[src/rtl/mux_rr_arbiter.sv]
// Four-source round-robin arbiter with registered one-hot grant and mux select.
// Define MUX_ARB_TIMEOUT_EN to force rotation after MAX_HOLD consecutive grant cycles.
//   state | meaning
//   IDLE  | no owner, gnt = 0, select holds its last value
//   GRANT | one source owns the mux, last = owner
module mux_rr_arbiter #(
  parameter int unsigned MAX_HOLD = 15
) (
  input  logic       clk,
  input  logic       rst_n,
  input  logic [3:0] req,
  output logic [3:0] gnt,
  output logic       valid,
  output logic       s0,
  output logic       s1
);

  typedef enum logic {IDLE = 1'b0, GRANT = 1'b1} state_t;

  state_t     state;
  logic [1:0] last;
  logic [1:0] win;
  logic       win_ok;
  logic       others;
  logic       timeout;
  logic       rotate;

  // Walk from the farthest candidate back to last+1 so the nearest set bit wins.
  always_comb begin
    logic [1:0] idx;
    idx    = '0;
    win    = last;
    win_ok = 1'b0;
    for (int k = 4; k >= 1; k--) begin
      idx = last + 2'(k);
      if (req[idx]) begin
        win    = idx;
        win_ok = 1'b1;
      end
    end
  end

  assign others = |(req & ~(4'b0001 << last));
  assign rotate = others && (!req[last] || timeout);

`ifdef MUX_ARB_TIMEOUT_EN
  localparam logic [7:0] HOLD_LAST = 8'(MAX_HOLD - 1);
  logic [7:0] hold_cnt;

  assign timeout = (state == GRANT) && (hold_cnt == HOLD_LAST);

  always_ff @(posedge clk or negedge rst_n) begin
    if (!rst_n) begin
      hold_cnt <= 8'd0;
    end else if ((state == IDLE && win_ok) || (state == GRANT && rotate)) begin
      hold_cnt <= 8'd0;
    end else if (state == GRANT) begin
      // Timeout with nobody waiting: owner keeps the grant, window starts over.
      hold_cnt <= (hold_cnt == HOLD_LAST) ? 8'd0 : hold_cnt + 8'd1;
    end
  end
`else
  assign timeout = 1'b0;
`endif

  always_ff @(posedge clk or negedge rst_n) begin
    if (!rst_n) begin
      state <= IDLE;
      gnt   <= 4'b0000;
      valid <= 1'b0;
      s0    <= 1'b0;
      s1    <= 1'b0;
      last  <= 2'd3;
    end else begin
      case (state)
        IDLE: begin
          if (win_ok) begin
            state    <= GRANT;
            gnt      <= 4'b0001 << win;
            valid    <= 1'b1;
            {s1, s0} <= win;
            last     <= win;
          end
        end
        GRANT: begin
          if (rotate) begin
            gnt      <= 4'b0001 << win;
            {s1, s0} <= win;
            last     <= win;
          end else if (!req[last]) begin
            state <= IDLE;
            gnt   <= 4'b0000;
            valid <= 1'b0;
          end
        end
      endcase
    end
  end

endmodule

[config.mk]
export PLATFORM = sky130hd
export DESIGN_NAME = mux_rr_arbiter
export DESIGN_NICKNAME = d
export VERILOG_FILES = /design/src/rtl/mux_rr_arbiter.sv
export SDC_FILE = /design/constraint.sdc
export NUM_CORES = 1
export LEC_CHECK = 0
export BUFFER_PORTS_ARGS = -buffer_cell sky130_fd_sc_hd__buf_2
export CELL_PAD_IN_SITES_DETAIL_PLACEMENT = 0
export CELL_PAD_IN_SITES_GLOBAL_PLACEMENT = 2
export CORE_ASPECT_RATIO = 1.4
export CORE_MARGIN = 2
export CORE_UTILIZATION = 30
export DETAILED_ROUTE_END_ITERATION = 6
export GPL_TIMING_DRIVEN = 1
export MAX_ROUTING_LAYER = met4
export PLACE_DENSITY_LB_ADDON = 0.1
export SYNTH_ARGS = -nofsm -noshare
export SYNTH_HDL_FRONTEND = slang
export SYNTH_SLANG_ARGS = --single-unit
[constraint.sdc]
create_clock -name clk -period 2.1 [get_ports clk]
set_clock_uncertainty 0.05 [all_clocks]
set_input_delay 0.42 -clock clk [delete_from_list [all_inputs] [get_ports clk]]
set_output_delay 0.42 -clock clk [all_outputs]
set_load 0.02 [all_outputs]
==> report_table.html, run 1 <==
<table>
<tr><th>Metric</th><th>Value</th></tr>
<tr><th colspan="2">Global route</th></tr>
<tr><td>Pin count of the biggest net entering global routing</td><td>16</td></tr>
<tr><td>First-pass GRT wire length</td><td>between 2000 and 3000 microns</td></tr>
<tr><td>Number of antenna violations at the first check in global routing</td><td>0</td></tr>
<tr><td>GRT Residual Overflow</td><td>0</td></tr>
<tr><td>Vias in the first global route</td><td>613</td></tr>
<tr><td>Overall routing resource usage</td><td>about an eighth</td></tr>
<tr><th colspan="2">Critical path</th></tr>
<tr><td>Signal arrival time at the worst endpoint</td><td>2.10 ns</td></tr>
<tr><td>Worst Path Max Fanout</td><td>15</td></tr>
<tr><td>Cell with the biggest individual delay on the critical path</td><td>sky130_fd_sc_hd__dfstp_2</td></tr>
<tr><td>R2r startpoint</td><td>last[0]</td></tr>
<tr><td>Required time at the worst-slack endpoint</td><td>2.21 ns</td></tr>
<tr><td>Setup crit start kind</td><td>flop</td></tr>
<tr><td>Worst r2r path cells</td><td>7</td></tr>
<tr><td>End point of the critical path</td><td>gnt[3]</td></tr>
<tr><td>Critical path cell sequence</td><td>buf_6 &gt; mux2_2 &gt; a22oi_1 &gt; a32oi_1 &gt; buf_4 &gt; nor2b_1 &gt; a22o_1</td></tr>
<tr><td>Slowest stage delay, CP</td><td>0.54 ns</td></tr>
<tr><td>Worst reg2reg setup slack</td><td>approximately 0.10 ns</td></tr>
<tr><td>Endpoint class of the critical path</td><td>flop</td></tr>
<tr><td>Worst setup path start</td><td>last[0]</td></tr>
<tr><td>Worst Path Class, Setup</td><td>reg2reg</td></tr>
<tr><td>Reg-to-reg critical path endpoint</td><td>gnt[3]</td></tr>
<tr><th colspan="2">Timing</th></tr>
<tr><td>Slew of the pin with the lowest slew margin</td><td>0.314 ns</td></tr>
<tr><td>Setup Total Neg Slack</td><td>0 ns</td></tr>
<tr><td>Worst-case headroom to the max-slew limit</td><td>79.1%</td></tr>
<tr><td>Slew Viols, Final</td><td>0</td></tr>
<tr><td>Post-layout min period</td><td>2.00 ns</td></tr>
<tr><td>RSZ-0062 raised after global routing</td><td>no</td></tr>
<tr><td>Count of endpoints failing hold in the final timing report</td><td>0</td></tr>
<tr><td>Highest Clock Rate</td><td>approximately 500 MHz</td></tr>
<tr><td>Crit share post-route</td><td>a little over nine tenths</td></tr>
<tr><td>Finish-stage setup viols</td><td>0</td></tr>
<tr><th colspan="2">Die</th></tr>
<tr><td>Full die area</td><td>2930 sq um</td></tr>
<tr><td>Vert. Die Dim</td><td>63.3 microns</td></tr>
<tr><td>IO Pins</td><td>13</td></tr>
<tr><td>Number of core rows</td><td>21</td></tr>
<tr><td>Effective utilization at floorplan</td><td>31.5%</td></tr>
<tr><td>Die outline width</td><td>46.4 microns</td></tr>
<tr><td>Area inside the core boundary</td><td>2390 sq um</td></tr>
<tr><th colspan="2">Synthesis</th></tr>
<tr><td>Synthesized area per cell</td><td>9.66 sq um</td></tr>
<tr><td>Number of storage elements in the synthesis netlist</td><td>10</td></tr>
<tr><td>Number of unique standard cell types used by synthesis</td><td>36</td></tr>
<tr><td>Sequential cell area fraction in the yosys report</td><td>33.6%</td></tr>
<tr><td>Simple-gate area share of the yosys netlist</td><td>21.9%</td></tr>
<tr><td>Number of enable flip-flop cells after synthesis</td><td>0</td></tr>
<tr><td>Top-count cell post-synth</td><td>sky130_fd_sc_hd__nand2_1</td></tr>
<tr><td>Post-synthesis xor/xnor area fraction</td><td>0%</td></tr>
<tr><td>Share of cell area taken by muxes after synthesis</td><td>between 10 and 15%</td></tr>
<tr><td>Post-synthesis cell count</td><td>78</td></tr>
<tr><td>Adder-cell area share of the yosys netlist</td><td>6.64%</td></tr>
<tr><td>Post-synth design cell area</td><td>753 sq um</td></tr>
<tr><td>Leading register cell type out of synthesis</td><td>sky130_fd_sc_hd__dfrtp_1</td></tr>
<tr><td>Combinational family with the most area after synthesis</td><td>simple AND/OR/NAND/NOR gates</td></tr>
<tr><td>Share of synthesized registers carrying an async set or reset</td><td>100%</td></tr>
<tr><td>Leading post-synthesis cells by instance count</td><td>10 x sky130_fd_sc_hd__nand2_1, 8 x sky130_fd_sc_hd__dfrtp_1, 7 x sky130_fd_sc_hd__nor2_1</td></tr>
<tr><td>Synthesized net count</td><td>88</td></tr>
<tr><td>Total of warnings raised by yosys</td><td>0</td></tr>
<tr><td>Complex-gate fraction of the synthesized area</td><td>between 20% and 30%</td></tr>
<tr><td>Fraction of synthesized cell area taken by the top area cell type</td><td>26.6%</td></tr>
<tr><td>Cell taking the most area after synthesis</td><td>sky130_fd_sc_hd__dfrtp_1</td></tr>
<tr><td>Most area-consuming cells after synthesis</td><td>sky130_fd_sc_hd__dfrtp_1 27%, sky130_fd_sc_hd__dfstp_2 7.0%, sky130_fd_sc_hd__ha_1 6.6%, sky130_fd_sc_hd__mux2i_1 5.3%, sky130_fd_sc_hd__nand2_1 5.0%</td></tr>
<tr><th colspan="2">Power and ir drop</th></tr>
<tr><td>Power consumption</td><td>1.46 mW</td></tr>
<tr><td>Switching power summed over all nets</td><td>0.638 mW</td></tr>
<tr><td>Sw frac</td><td>43.6%</td></tr>
<tr><td>Leakage power</td><td>0.430 nW</td></tr>
<tr><td>Clock share of power</td><td>9.4%</td></tr>
<tr><td>Largest voltage drop on the vdd net</td><td>0.000706 V</td></tr>
<tr><td>Power per Cell Area</td><td>1590 nW/um^2</td></tr>
<tr><td>Internal Pwr Total</td><td>0.825 mW</td></tr>
<tr><td>Part of the power in combinational logic</td><td>67.7%</td></tr>
<tr><td>Relative contribution of sequential cells to total power</td><td>between 20% and 30%</td></tr>
<tr><th colspan="2">Route</th></tr>
<tr><td>Detailed-routing iteration count for the pre-antenna-repair pass</td><td>4</td></tr>
<tr><td>Number of vias per cell</td><td>4.76</td></tr>
<tr><td>DRT iter0 DRCs</td><td>14</td></tr>
<tr><td>Remaining routing DRC violations</td><td>0</td></tr>
<tr><td>Vias post-DR</td><td>628</td></tr>
<tr><td>Average wire per cell in the routed design</td><td>12.8 microns</td></tr>
<tr><td>Number of nets with antenna violations after detailed routing</td><td>0</td></tr>
<tr><td>Post-detailed-routing wire length</td><td>1700 microns</td></tr>
<tr><th colspan="2">Outcome</th></tr>
<tr><td>Outcome</td><td>finished clean</td></tr>
<tr><th colspan="2">CTS</th></tr>
<tr><td>CTS tree</td><td>built</td></tr>
<tr><td>Max Buffers Root-to-Sink</td><td>2</td></tr>
<tr><td>Clock-pin slew on the worst setup and hold paths</td><td>0.07 ns</td></tr>
<tr><td>Cell at the root of the clock tree</td><td>sky130_fd_sc_hd__clkbuf_4</td></tr>
<tr><td>Clock buffer count from CTS</td><td>3</td></tr>
<tr><td>H-tree levels</td><td>1</td></tr>
<tr><td># clock sinks</td><td>10</td></tr>
<tr><td>Insertion delay to the later sink of the worst-skew pair</td><td>0.26 ns</td></tr>
<tr><th colspan="2">Flow run</th></tr>
<tr><td>Max Cap Violations</td><td>0</td></tr>
<tr><th colspan="2">Placed design</th></tr>
<tr><td>Final Wtd Congestion</td><td>around 0.8</td></tr>
<tr><td>Buffers added on ports</td><td>12</td></tr>
<tr><td>Post-DP HPWL</td><td>1290 microns</td></tr>
<tr><th colspan="2">Cells and area</th></tr>
<tr><td>Footprint of the flip-flops and latches</td><td>253 sq um</td></tr>
<tr><td>Filler cell count</td><td>263</td></tr>
<tr><td>Relative area change from synthesis to final layout</td><td>22.3%</td></tr>
<tr><td>Number of nets at the end of the flow</td><td>109</td></tr>
<tr><td>Ratio of cells with drive above 1 in the final layout</td><td>a little under two fifths</td></tr>
<tr><td>Area occupied by multi-input gates</td><td>approximately 470 sq um</td></tr>
<tr><td>Count of inserted antenna diode cells</td><td>0</td></tr>
<tr><th colspan="2">Min path</th></tr>
<tr><td>Worst min-delay path class</td><td>reg2reg</td></tr>
<tr><td>Cell depth of the worst min-delay path</td><td>2</td></tr>
</table>
[state kept, by name, indices dropped and copies added (netlist names)]
signal	count
valid	1
state	1
s1	1
gnt	4
last	2
s0	1
[cells by family after synthesis]
group / Yosys count
and+or+nand+nor: 30
AOI/OAI and AO/OA: 18
DFF: 10
muxes: 9
buffers and inverters: 7
adders and majority gates: 4
[timing repair]
action / CTS / global route
setup endpoints to repair: 0 / 2
hold endpoints to repair: 8 / 0
hold buffers: 1 / 0
resized for setup: 0 / 2
buffers inserted: 0 / 0
[area by class of cell]
type / count / share of cell area (%)
clock buffers: 4 / 2.85
well taps: 34 / 4.62
repair buffers: 19 / 12.9
inverters: 4 / 1.63
multi-input cells: 61 / 50.5
flip-flops and latches: 10 / 27.4
[worst min path at each step]
stage	startpoint	endpoint
floorplan	rst_n	gnt[0]
detailed placement	rst_n	s1
global route	s1	s1
CTS	s1	s1
global placement	rst_n	s1
finish	s1	s1
[through the flow]
stage          setup slack, ns  hold slack [ns]  cells  cell area [sq um]  utilization, %
2_1_floorplan          0.00459           0.0744     78                763               -
3_3_place_gp            0.0569            0.242    127                878            36.7
3_5_place_dp            0.0645            0.246    127                878            36.7
4_1_cts                 0.0547            0.428    132                915            38.3
5_1_grt                 0.0128            0.461    132                921            38.5
6_report                 0.105            0.424    132                921            38.5
[cells in the final DEF, fill, tap and decap left out, types with 2 or more instances in the layout]
master	instances
sky130_fd_sc_hd__o211ai_1	2
sky130_fd_sc_hd__buf_2	12
sky130_fd_sc_hd__nor2_1	7
sky130_fd_sc_hd__nand2_1	10
sky130_fd_sc_hd__nor2b_1	2
sky130_fd_sc_hd__inv_1	3
sky130_fd_sc_hd__or2b_2	2
sky130_fd_sc_hd__buf_4	5
sky130_fd_sc_hd__a22o_1	3
sky130_fd_sc_hd__clkbuf_4	3
sky130_fd_sc_hd__mux2_2	3
sky130_fd_sc_hd__ha_1	3
sky130_fd_sc_hd__dfstp_2	2
sky130_fd_sc_hd__a21oi_1	2
sky130_fd_sc_hd__dfrtp_1	8
sky130_fd_sc_hd__mux2_1	2
sky130_fd_sc_hd__mux2i_1	4
sky130_fd_sc_hd__nand2b_1	2
[power groups by stage]
stage          combinational, mW  sequential (mW)  clock (mW)
5_1_grt                     1.08            0.344       0.148
3_3_place_gp               0.991            0.335           0
4_1_cts                    0.988            0.335       0.144
2_1_floorplan              0.668            0.415           0
3_5_place_dp               0.983            0.338           0
6_report                   0.991            0.336       0.137
[critical path, delay by kind of cell, from the launching register on]
family | cells | cell delay [ns]
flip-flops | 1 | 0.54
AO/OA/AOI/OAI | 3 | 0.50
multiplexers | 1 | 0.34
buffers and inverters | 2 | 0.32
AND/OR/NAND/NOR | 1 | 0.12
[per-layer routing]
layer	track usage, %	vias up	wire (microns)	part of all wire [%]
li1	-	318	-	-
met1	15.7	293	794	47
met2	19.3	15	835	49
met3	0.860	2	46	2.7
met4	8.21	0	19	1.1
met5	-	-	0	0
(Power assumes the default switching activity.)
==> run 2, diff against run 1 <==
--- a/config.mk
+++ b/config.mk
@@ -10,11 +10,12 @@
 export CELL_PAD_IN_SITES_GLOBAL_PLACEMENT = 2
 export CORE_ASPECT_RATIO = 1.4
 export CORE_MARGIN = 2
-export CORE_UTILIZATION = 30
+export CORE_UTILIZATION = 35
 export DETAILED_ROUTE_END_ITERATION = 6
 export GPL_TIMING_DRIVEN = 1
 export MAX_ROUTING_LAYER = met4
 export PLACE_DENSITY_LB_ADDON = 0.1
+export REMOVE_ABC_BUFFERS = 1
 export SYNTH_ARGS = -nofsm -noshare
 export SYNTH_HDL_FRONTEND = slang
 export SYNTH_SLANG_ARGS = --single-unit
==> constraint.sdc (replaced) <==
create_clock -name clk -period 2.55 [get_ports clk]
set_clock_uncertainty 0.05 [all_clocks]
set_input_delay 0.51 -clock clk [delete_from_list [all_inputs] [get_ports clk]]
set_output_delay 0.51 -clock clk [all_outputs]
set_load 0.02 [all_outputs]
==> run 2 against run 1 <==
Net effect: combinational power down 25%; total power fell by 21%; sequential power decreased by 18%; sequential share of layout area is 1.7 points higher; worst hold slack worse by 0.38 ns; first-iteration DRC count is 43% lower; worst setup slack improved by 0.26 ns; routed wire length down 1.9%; cell area down 5.7%; count of clock-buffer cells in the layout unchanged; non-clock buffer count down 5; fmax shrank 8.6%; critical path type unchanged; largest power group unchanged.
==> report_table.html, run 2 (synthesis results as in run 1) <==
<table>
<tr><th>Metric</th><th>Value</th></tr>
<tr><th colspan="2">Critical path</th></tr>
<tr><td>Crit. path cell count</td><td>7</td></tr>
<tr><td>R2r startpoint</td><td>last[0]</td></tr>
<tr><td>Reg-to-reg critical path endpoint</td><td>gnt[1]</td></tr>
<tr><td>CP delay by family, top</td><td>compound AO/OA/AOI/OAI gates</td></tr>
<tr><td>Worst Path Class, Setup</td><td>reg2reg</td></tr>
<tr><td>Worst Path Max Fanout</td><td>8</td></tr>
<tr><td>Critical path buffer and inverter count</td><td>1</td></tr>
<tr><td>Worst reg2reg setup slack</td><td>0.37 ns</td></tr>
<tr><td>Required time at the worst-slack endpoint</td><td>2.65 ns</td></tr>
<tr><td>Signal arrival time at the worst endpoint</td><td>2.28 ns</td></tr>
<tr><td>Setup crit start kind</td><td>flop</td></tr>
<tr><td>Slowest stage delay, CP</td><td>between 0.5 and 0.6 ns</td></tr>
<tr><td>Worst r2r path cells</td><td>7</td></tr>
<tr><td>Worst setup path start</td><td>last[0]</td></tr>
<tr><td>Endpoint class of the critical path</td><td>flop</td></tr>
<tr><td>Critical path cell sequence</td><td>inv_1 &gt; ha_1 &gt; nand2_1 &gt; a32o_1 &gt; a32oi_1 &gt; nor2_1 &gt; a22o_1</td></tr>
<tr><td>Cell with the biggest individual delay on the critical path</td><td>sky130_fd_sc_hd__dfstp_2</td></tr>
<tr><td>End point of the critical path</td><td>gnt[1]</td></tr>
<tr><th colspan="2">Die</th></tr>
<tr><td>Full die area</td><td>2540 sq um</td></tr>
<tr><td>Area inside the core boundary</td><td>2000 sq um</td></tr>
<tr><td>Die outline width</td><td>around 43 microns</td></tr>
<tr><td>Number of core rows</td><td>19</td></tr>
<tr><td>Effective utilization at floorplan</td><td>37.7%</td></tr>
<tr><td>IO Pins</td><td>13</td></tr>
<tr><td>Vert. Die Dim</td><td>approximately 59 microns</td></tr>
<tr><th colspan="2">Route</th></tr>
<tr><td>Average wire per cell in the routed design</td><td>around 15 microns</td></tr>
<tr><td>Number of vias per cell</td><td>5.48</td></tr>
<tr><td>Remaining routing DRC violations</td><td>0</td></tr>
<tr><td>Detailed-routing iteration count for the pre-antenna-repair pass</td><td>4</td></tr>
<tr><td>Vias post-DR</td><td>between 600 and 700</td></tr>
<tr><td>Post-detailed-routing wire length</td><td>1660 microns</td></tr>
<tr><td>Number of nets with antenna violations after detailed routing</td><td>0</td></tr>
<tr><td>DRT iter0 DRCs</td><td>8</td></tr>
<tr><th colspan="2">Cells and area</th></tr>
<tr><td>Relative area change from synthesis to final layout</td><td>15.3%</td></tr>
<tr><td>Number of nets at the end of the flow</td><td>104</td></tr>
<tr><td>Registers with the highest flip-flop counts</td><td>gnt: 4 flops, last: 2 flops</td></tr>
<tr><td>Filler cell count</td><td>219</td></tr>
<tr><td>Most common cell after layout, fill and taps aside</td><td>sky130_fd_sc_hd__buf_2</td></tr>
<tr><td>Final cell count without fillers</td><td>114</td></tr>
<tr><td>Register ranked first by flip-flop count</td><td>gnt</td></tr>
<tr><td>Count of inserted antenna diode cells</td><td>0</td></tr>
<tr><td>Ratio of cells with drive above 1 in the final layout</td><td>approximately 34%</td></tr>
<tr><td>Area occupied by multi-input gates</td><td>463 sq um</td></tr>
<tr><td>Max reg flops</td><td>4</td></tr>
<tr><td>Footprint of the flip-flops and latches</td><td>253 sq um</td></tr>
<tr><td>Commonest non-fill, non-tap cells in the layout</td><td>12 x sky130_fd_sc_hd__buf_2, 10 x sky130_fd_sc_hd__nand2_1, 8 x sky130_fd_sc_hd__dfrtp_1, 7 x sky130_fd_sc_hd__nor2_1</td></tr>
<tr><th colspan="2">Global route</th></tr>
<tr><td>First-pass GRT wire length</td><td>2960 microns</td></tr>
<tr><td>Vias in the first global route</td><td>637</td></tr>
<tr><td>GRT Residual Overflow</td><td>0</td></tr>
<tr><td>Overall routing resource usage</td><td>16.0%</td></tr>
<tr><td>Pin count of the biggest net entering global routing</td><td>16</td></tr>
<tr><td>Number of antenna violations at the first check in global routing</td><td>0</td></tr>
<tr><th colspan="2">Timing</th></tr>
<tr><td>Highest Clock Rate</td><td>458 MHz</td></tr>
<tr><td>Crit share post-route</td><td>85.6%</td></tr>
<tr><td>Slew of the pin with the lowest slew margin</td><td>between 0.4 and 0.5 ns</td></tr>
<tr><td>Count of endpoints failing hold in the final timing report</td><td>0</td></tr>
<tr><td>Hold_ws</td><td>0.0431 ns</td></tr>
<tr><td>Setup Total Neg Slack</td><td>0 ns</td></tr>
<tr><td>RSZ-0062 raised after global routing</td><td>no</td></tr>
<tr><td>Slew Viols, Final</td><td>0</td></tr>
<tr><td>Finish-stage setup viols</td><td>0</td></tr>
<tr><td>Post-layout min period</td><td>2.18 ns</td></tr>
<tr><td>Worst-case headroom to the max-slew limit</td><td>71.8%</td></tr>
<tr><th colspan="2">Power and ir drop</th></tr>
<tr><td>Leakage power</td><td>between 0.4 and 0.5 nW</td></tr>
<tr><td>Power per Cell Area</td><td>about 1300 nW/um^2</td></tr>
<tr><td>Largest voltage drop on the vdd net</td><td>between 0.0005 and 0.0006 V</td></tr>
<tr><td>Power consumption</td><td>1.16 mW</td></tr>
<tr><th colspan="2">CTS</th></tr>
<tr><td>CTS tree</td><td>built</td></tr>
<tr><td>Clock-pin slew on the worst setup and hold paths</td><td>0.07 ns</td></tr>
<tr><td>Max Buffers Root-to-Sink</td><td>2</td></tr>
<tr><td>Insertion delay to the later sink of the worst-skew pair</td><td>0.26 ns</td></tr>
<tr><td>Number of post-CTS setup repair buffers</td><td>0</td></tr>
<tr><td>Cell at the root of the clock tree</td><td>sky130_fd_sc_hd__clkbuf_4</td></tr>
<tr><td>Hold bufs inserted after CTS</td><td>0</td></tr>
<tr><td>Clock buffer count from CTS</td><td>3</td></tr>
<tr><td># clock sinks</td><td>10</td></tr>
<tr><td>Resized Gates After CTS</td><td>0</td></tr>
<tr><td>H-tree levels</td><td>1</td></tr>
<tr><th colspan="2">Min path</th></tr>
<tr><td>Worst min-delay path class</td><td>in2async</td></tr>
<tr><th colspan="2">Outcome</th></tr>
<tr><td>Outcome</td><td>finished clean</td></tr>
<tr><th colspan="2">Placed design</th></tr>
<tr><td>Cell count after placement</td><td>110</td></tr>
<tr><td>Final Wtd Congestion</td><td>0.690</td></tr>
<tr><td>Buffers added on ports</td><td>12</td></tr>
<tr><td>Post-DP HPWL</td><td>1320 microns</td></tr>
<tr><th colspan="2">Flow run</th></tr>
<tr><td>Max Cap Violations</td><td>0</td></tr>
</table>
run 2: report_power, final:
group / internal (mW) / switching (mW) / leakage (nW)
Combinational: 0.318 / 0.427 / 0.274
Clock: 0.0866 / 0.0535 / 0.0210
Sequential: 0.239 / 0.0369 / 0.119
Total: 0.644 / 0.517 / 0.414
run 2: how the worst min path moves through the flow:
stage | from | slack, ns | depth (start not counted) | to
floorplan | rst_n | 0.16 | 0 | gnt[0]
global placement | rst_n | 0.33 | 1 | gnt[2]
detailed placement | rst_n | 0.33 | 1 | gnt[2]
CTS | rst_n | 0.04 | 1 | gnt[2]
global route | rst_n | 0.04 | 1 | s0
finish | rst_n | 0.04 | 1 | gnt[2]
run 2: stage by stage:
step                      area (sq um)  util, %  setup WS [ns]
after floorplan                    731        -          0.472
after global placement             832     41.7          0.393
after detailed placement           832     41.7          0.398
after CTS                          868     43.5          0.375
after global routing               868     43.5          0.233
final                              868     43.5          0.368
run 2: per-layer routing:
layer | track usage (%) | routed length [microns] | part of all wire, %
met1 | 18.5 | 679 | 41
met2 | 27.7 | 937 | 56
met3 | 0.920 | 34 | 2.0
met4 | 7.79 | 12 | 0.72
met5 | - | 0 | 0
run 2: final cells by class:
| class | count | share of cell area [%] |
|---|---|---|
| repair buffers | 14 | 8.65 |
| well taps | 21 | 3.03 |
| inverters | 4 | 1.73 |
| clock buffers | 4 | 4.18 |
| multi-input cells | 61 | 53.3 |
| flip-flops and latches | 10 | 29.1 |
==> run 3, diff against run 2 <==
--- a/config.mk
+++ b/config.mk
@@ -14,7 +14,7 @@
 export DETAILED_ROUTE_END_ITERATION = 6
 export GPL_TIMING_DRIVEN = 1
 export MAX_ROUTING_LAYER = met4
-export PLACE_DENSITY_LB_ADDON = 0.1
+export PLACE_DENSITY = 0.87
 export REMOVE_ABC_BUFFERS = 1
 export SYNTH_ARGS = -nofsm -noshare
 export SYNTH_HDL_FRONTEND = slang
==> run 3 against run 2 <==
Net effect: worst setup slack improved by 0.055 ns; utilization is 0.50 points lower; die area is the same; sequential power barely moved; highest routed layer unchanged; clock power is 17% lower; largest cell class unchanged.
==> report_table.html, run 3 (synthesis results as in run 1) <==
<table>
<tr><th>Metric</th><th>Value</th></tr>
<tr><th colspan="2">Critical path</th></tr>
<tr><td>R2r startpoint</td><td>last[0]</td></tr>
<tr><td>Worst r2r path cells</td><td>7</td></tr>
<tr><td>Required time at the worst-slack endpoint</td><td>2.66 ns</td></tr>
<tr><td>Worst reg2reg setup slack</td><td>0.42 ns</td></tr>
<tr><td>Setup crit start kind</td><td>flop</td></tr>
<tr><td>Reg-to-reg critical path endpoint</td><td>gnt[1]</td></tr>
<tr><td>Signal arrival time at the worst endpoint</td><td>2.24 ns</td></tr>
<tr><td>Worst Path Max Fanout</td><td>8</td></tr>
<tr><td>Endpoint class of the critical path</td><td>flop</td></tr>
<tr><td>Worst Path Class, Setup</td><td>reg2reg</td></tr>
<tr><th colspan="2">CTS</th></tr>
<tr><td>Clock buffer count from CTS</td><td>3</td></tr>
<tr><td>Insertion delay to the later sink of the worst-skew pair</td><td>about 0.27 ns</td></tr>
<tr><td>Clock-pin slew on the worst setup and hold paths</td><td>0.07 ns</td></tr>
<tr><td># clock sinks</td><td>10</td></tr>
<tr><td>Hold bufs inserted after CTS</td><td>0</td></tr>
<tr><td>H-tree levels</td><td>1</td></tr>
<tr><td>Cell at the root of the clock tree</td><td>sky130_fd_sc_hd__clkbuf_4</td></tr>
<tr><td>Number of post-CTS setup repair buffers</td><td>0</td></tr>
<tr><td>CTS tree</td><td>built</td></tr>
<tr><td>Resized Gates After CTS</td><td>0</td></tr>
<tr><td>Max Buffers Root-to-Sink</td><td>2</td></tr>
<tr><th colspan="2">Global route</th></tr>
<tr><td>Grt met2 use</td><td>24.7%</td></tr>
<tr><td>First-pass GRT wire length</td><td>2710 microns</td></tr>
<tr><td>Met1 Resource Use GR</td><td>17.6%</td></tr>
<tr><td>Met3 track demand over resource in global routing</td><td>less than 1%</td></tr>
<tr><td>GRT Residual Overflow</td><td>0</td></tr>
<tr><td>Vias in the first global route</td><td>602</td></tr>
<tr><td>Layer carrying the most global-route usage</td><td>met2</td></tr>
<tr><td>Number of antenna violations at the first check in global routing</td><td>0</td></tr>
<tr><td>Pin count of the biggest net entering global routing</td><td>16</td></tr>
<tr><td>Overall routing resource usage</td><td>14.4%</td></tr>
<tr><th colspan="2">Die</th></tr>
<tr><td>Area inside the core boundary</td><td>2000 sq um</td></tr>
<tr><td>Full die area</td><td>2540 sq um</td></tr>
<tr><td>Vert. Die Dim</td><td>a little under 60 microns</td></tr>
<tr><td>Number of core rows</td><td>19</td></tr>
<tr><td>Effective utilization at floorplan</td><td>a little under two fifths</td></tr>
<tr><td>IO Pins</td><td>13</td></tr>
<tr><td>Die outline width</td><td>43.2 microns</td></tr>
<tr><th colspan="2">Cells and area</th></tr>
<tr><td>Final cell count without fillers</td><td>114</td></tr>
<tr><td>Relative area change from synthesis to final layout</td><td>14.0%</td></tr>
<tr><td>Most common cell after layout, fill and taps aside</td><td>sky130_fd_sc_hd__buf_2</td></tr>
<tr><td>Number of nets at the end of the flow</td><td>approximately 100</td></tr>
<tr><td>Registers with the highest flip-flop counts</td><td>gnt: 4 flops, last: 2 flops</td></tr>
<tr><td>Register ranked first by flip-flop count</td><td>gnt</td></tr>
<tr><td>Count of inserted antenna diode cells</td><td>0</td></tr>
<tr><td>Filler cell count</td><td>214</td></tr>
<tr><td>Max reg flops</td><td>4</td></tr>
<tr><td>Ratio of cells with drive above 1 in the final layout</td><td>between 30% and 40%</td></tr>
<tr><td>Commonest non-fill, non-tap cells in the layout</td><td>12 x sky130_fd_sc_hd__buf_2, 10 x sky130_fd_sc_hd__nand2_1, 8 x sky130_fd_sc_hd__dfrtp_1, 7 x sky130_fd_sc_hd__nor2_1</td></tr>
<tr><th colspan="2">Placed design</th></tr>
<tr><td>Buffers added on ports</td><td>12</td></tr>
<tr><td>Post-DP HPWL</td><td>1240 microns</td></tr>
<tr><td>Cell count after placement</td><td>110</td></tr>
<tr><td>Final Wtd Congestion</td><td>0.697</td></tr>
<tr><th colspan="2">Route</th></tr>
<tr><td>Number of nets with antenna violations after detailed routing</td><td>0</td></tr>
<tr><td>Detailed-routing iteration count for the pre-antenna-repair pass</td><td>4</td></tr>
<tr><td>DRT iter0 DRCs</td><td>6</td></tr>
<tr><td>Post-detailed-routing wire length</td><td>1580 microns</td></tr>
<tr><td>Number of vias per cell</td><td>between 5 and 6</td></tr>
<tr><td>Average wire per cell in the routed design</td><td>13.9 microns</td></tr>
<tr><td>Vias post-DR</td><td>634</td></tr>
<tr><td>Remaining routing DRC violations</td><td>0</td></tr>
<tr><th colspan="2">Min path</th></tr>
<tr><td>Worst min-delay path class</td><td>in2async</td></tr>
<tr><th colspan="2">Timing</th></tr>
<tr><td>Finish-stage setup viols</td><td>0</td></tr>
<tr><td>Highest Clock Rate</td><td>470 MHz</td></tr>
<tr><td>Slew of the pin with the lowest slew margin</td><td>0.403 ns</td></tr>
<tr><td>Crit share post-route</td><td>83.4%</td></tr>
<tr><td>Worst-case headroom to the max-slew limit</td><td>73.1%</td></tr>
<tr><td>RSZ-0062 raised after global routing</td><td>no</td></tr>
<tr><td>Slew Viols, Final</td><td>0</td></tr>
<tr><td>Setup Total Neg Slack</td><td>0 ns</td></tr>
<tr><td>Count of endpoints failing hold in the final timing report</td><td>0</td></tr>
<tr><td>Post-layout min period</td><td>2.13 ns</td></tr>
<tr><th colspan="2">Power and ir drop</th></tr>
<tr><td>Largest voltage drop on the vdd net</td><td>between 0.0005 and 0.0006 V</td></tr>
<tr><td>Power per Cell Area</td><td>1310 nW/um^2</td></tr>
<tr><td>Power consumption</td><td>~1.1 mW</td></tr>
<tr><td>Leakage power</td><td>approximately 0.4 nW</td></tr>
<tr><th colspan="2">Flow run</th></tr>
<tr><td>Max Cap Violations</td><td>0</td></tr>
<tr><th colspan="2">Outcome</th></tr>
<tr><td>Outcome</td><td>finished clean</td></tr>
</table>
## run 3: cell count changes in the layout (fill, tap and decap cells not counted)
cell,change
sky130_fd_sc_hd__clkbuf_1,+1
sky130_fd_sc_hd__clkbuf_8,-1
## run 3: metal layers
metal | part of all wire, % | wire (microns)
met1 | 45 | 712
met5 | 0 | 0
met2 | 51 | 804
met4 | 1.0 | 16
met3 | 3.2 | 50
## run 3: stage by stage
step	setup slack, ns	util, %	cell area (sq um)	hold slack [ns]
global placement	0.398	41.7	832	0.324
floorplan	0.472	-	731	0.164
finish	0.422	43.0	858	0.0389
detailed placement	0.408	41.7	832	0.330
CTS	0.392	43.0	858	0.0364
global route	0.240	43.0	858	0.0342
## run 3: area by class of cell
class                           instances  area (sq um)  share of cell area [%]
Sequential cell                        10           253                    29.4
Tap cell                               21          26.3                    3.06
Inverter                                4          15.0                    1.75
Clock buffer                            4          26.3                    3.06
Multi-Input combinational cell         61           463                    53.9
Timing Repair Buffer                   14          75.1                    8.75
## run 3: worst max path at each step
stage	start	slack [ns]	cells after the start	to
final	last[0]	0.42	7	gnt[1]
after CTS	last[0]	0.39	7	gnt[1]
after global placement	last[0]	0.40	7	gnt[3]
after global routing	last[0]	0.24	7	gnt[2]
after floorplan	last[0]	0.47	6	s0
after detailed placement	last[0]	0.41	7	gnt[1]
## run 3: report_power, final
part,internal [mW],switching [mW],leakage [nW]
sequential,0.239,0.0357,0.119
combinational,0.319,0.418,0.274
clock,0.0606,0.0552,0.0150
## run 3: critical path, cell delays in order, from the launching register on
cell and delay [ns]:
sky130_fd_sc_hd__dfstp_2 0.52, sky130_fd_sc_hd__inv_1 0.08, sky130_fd_sc_hd__ha_1 0.43, sky130_fd_sc_hd__nand2_1 0.10, sky130_fd_sc_hd__a32o_1 0.21, sky130_fd_sc_hd__a32oi_1 0.34, sky130_fd_sc_hd__nor2_1 0.09, sky130_fd_sc_hd__a22o_1 0.21
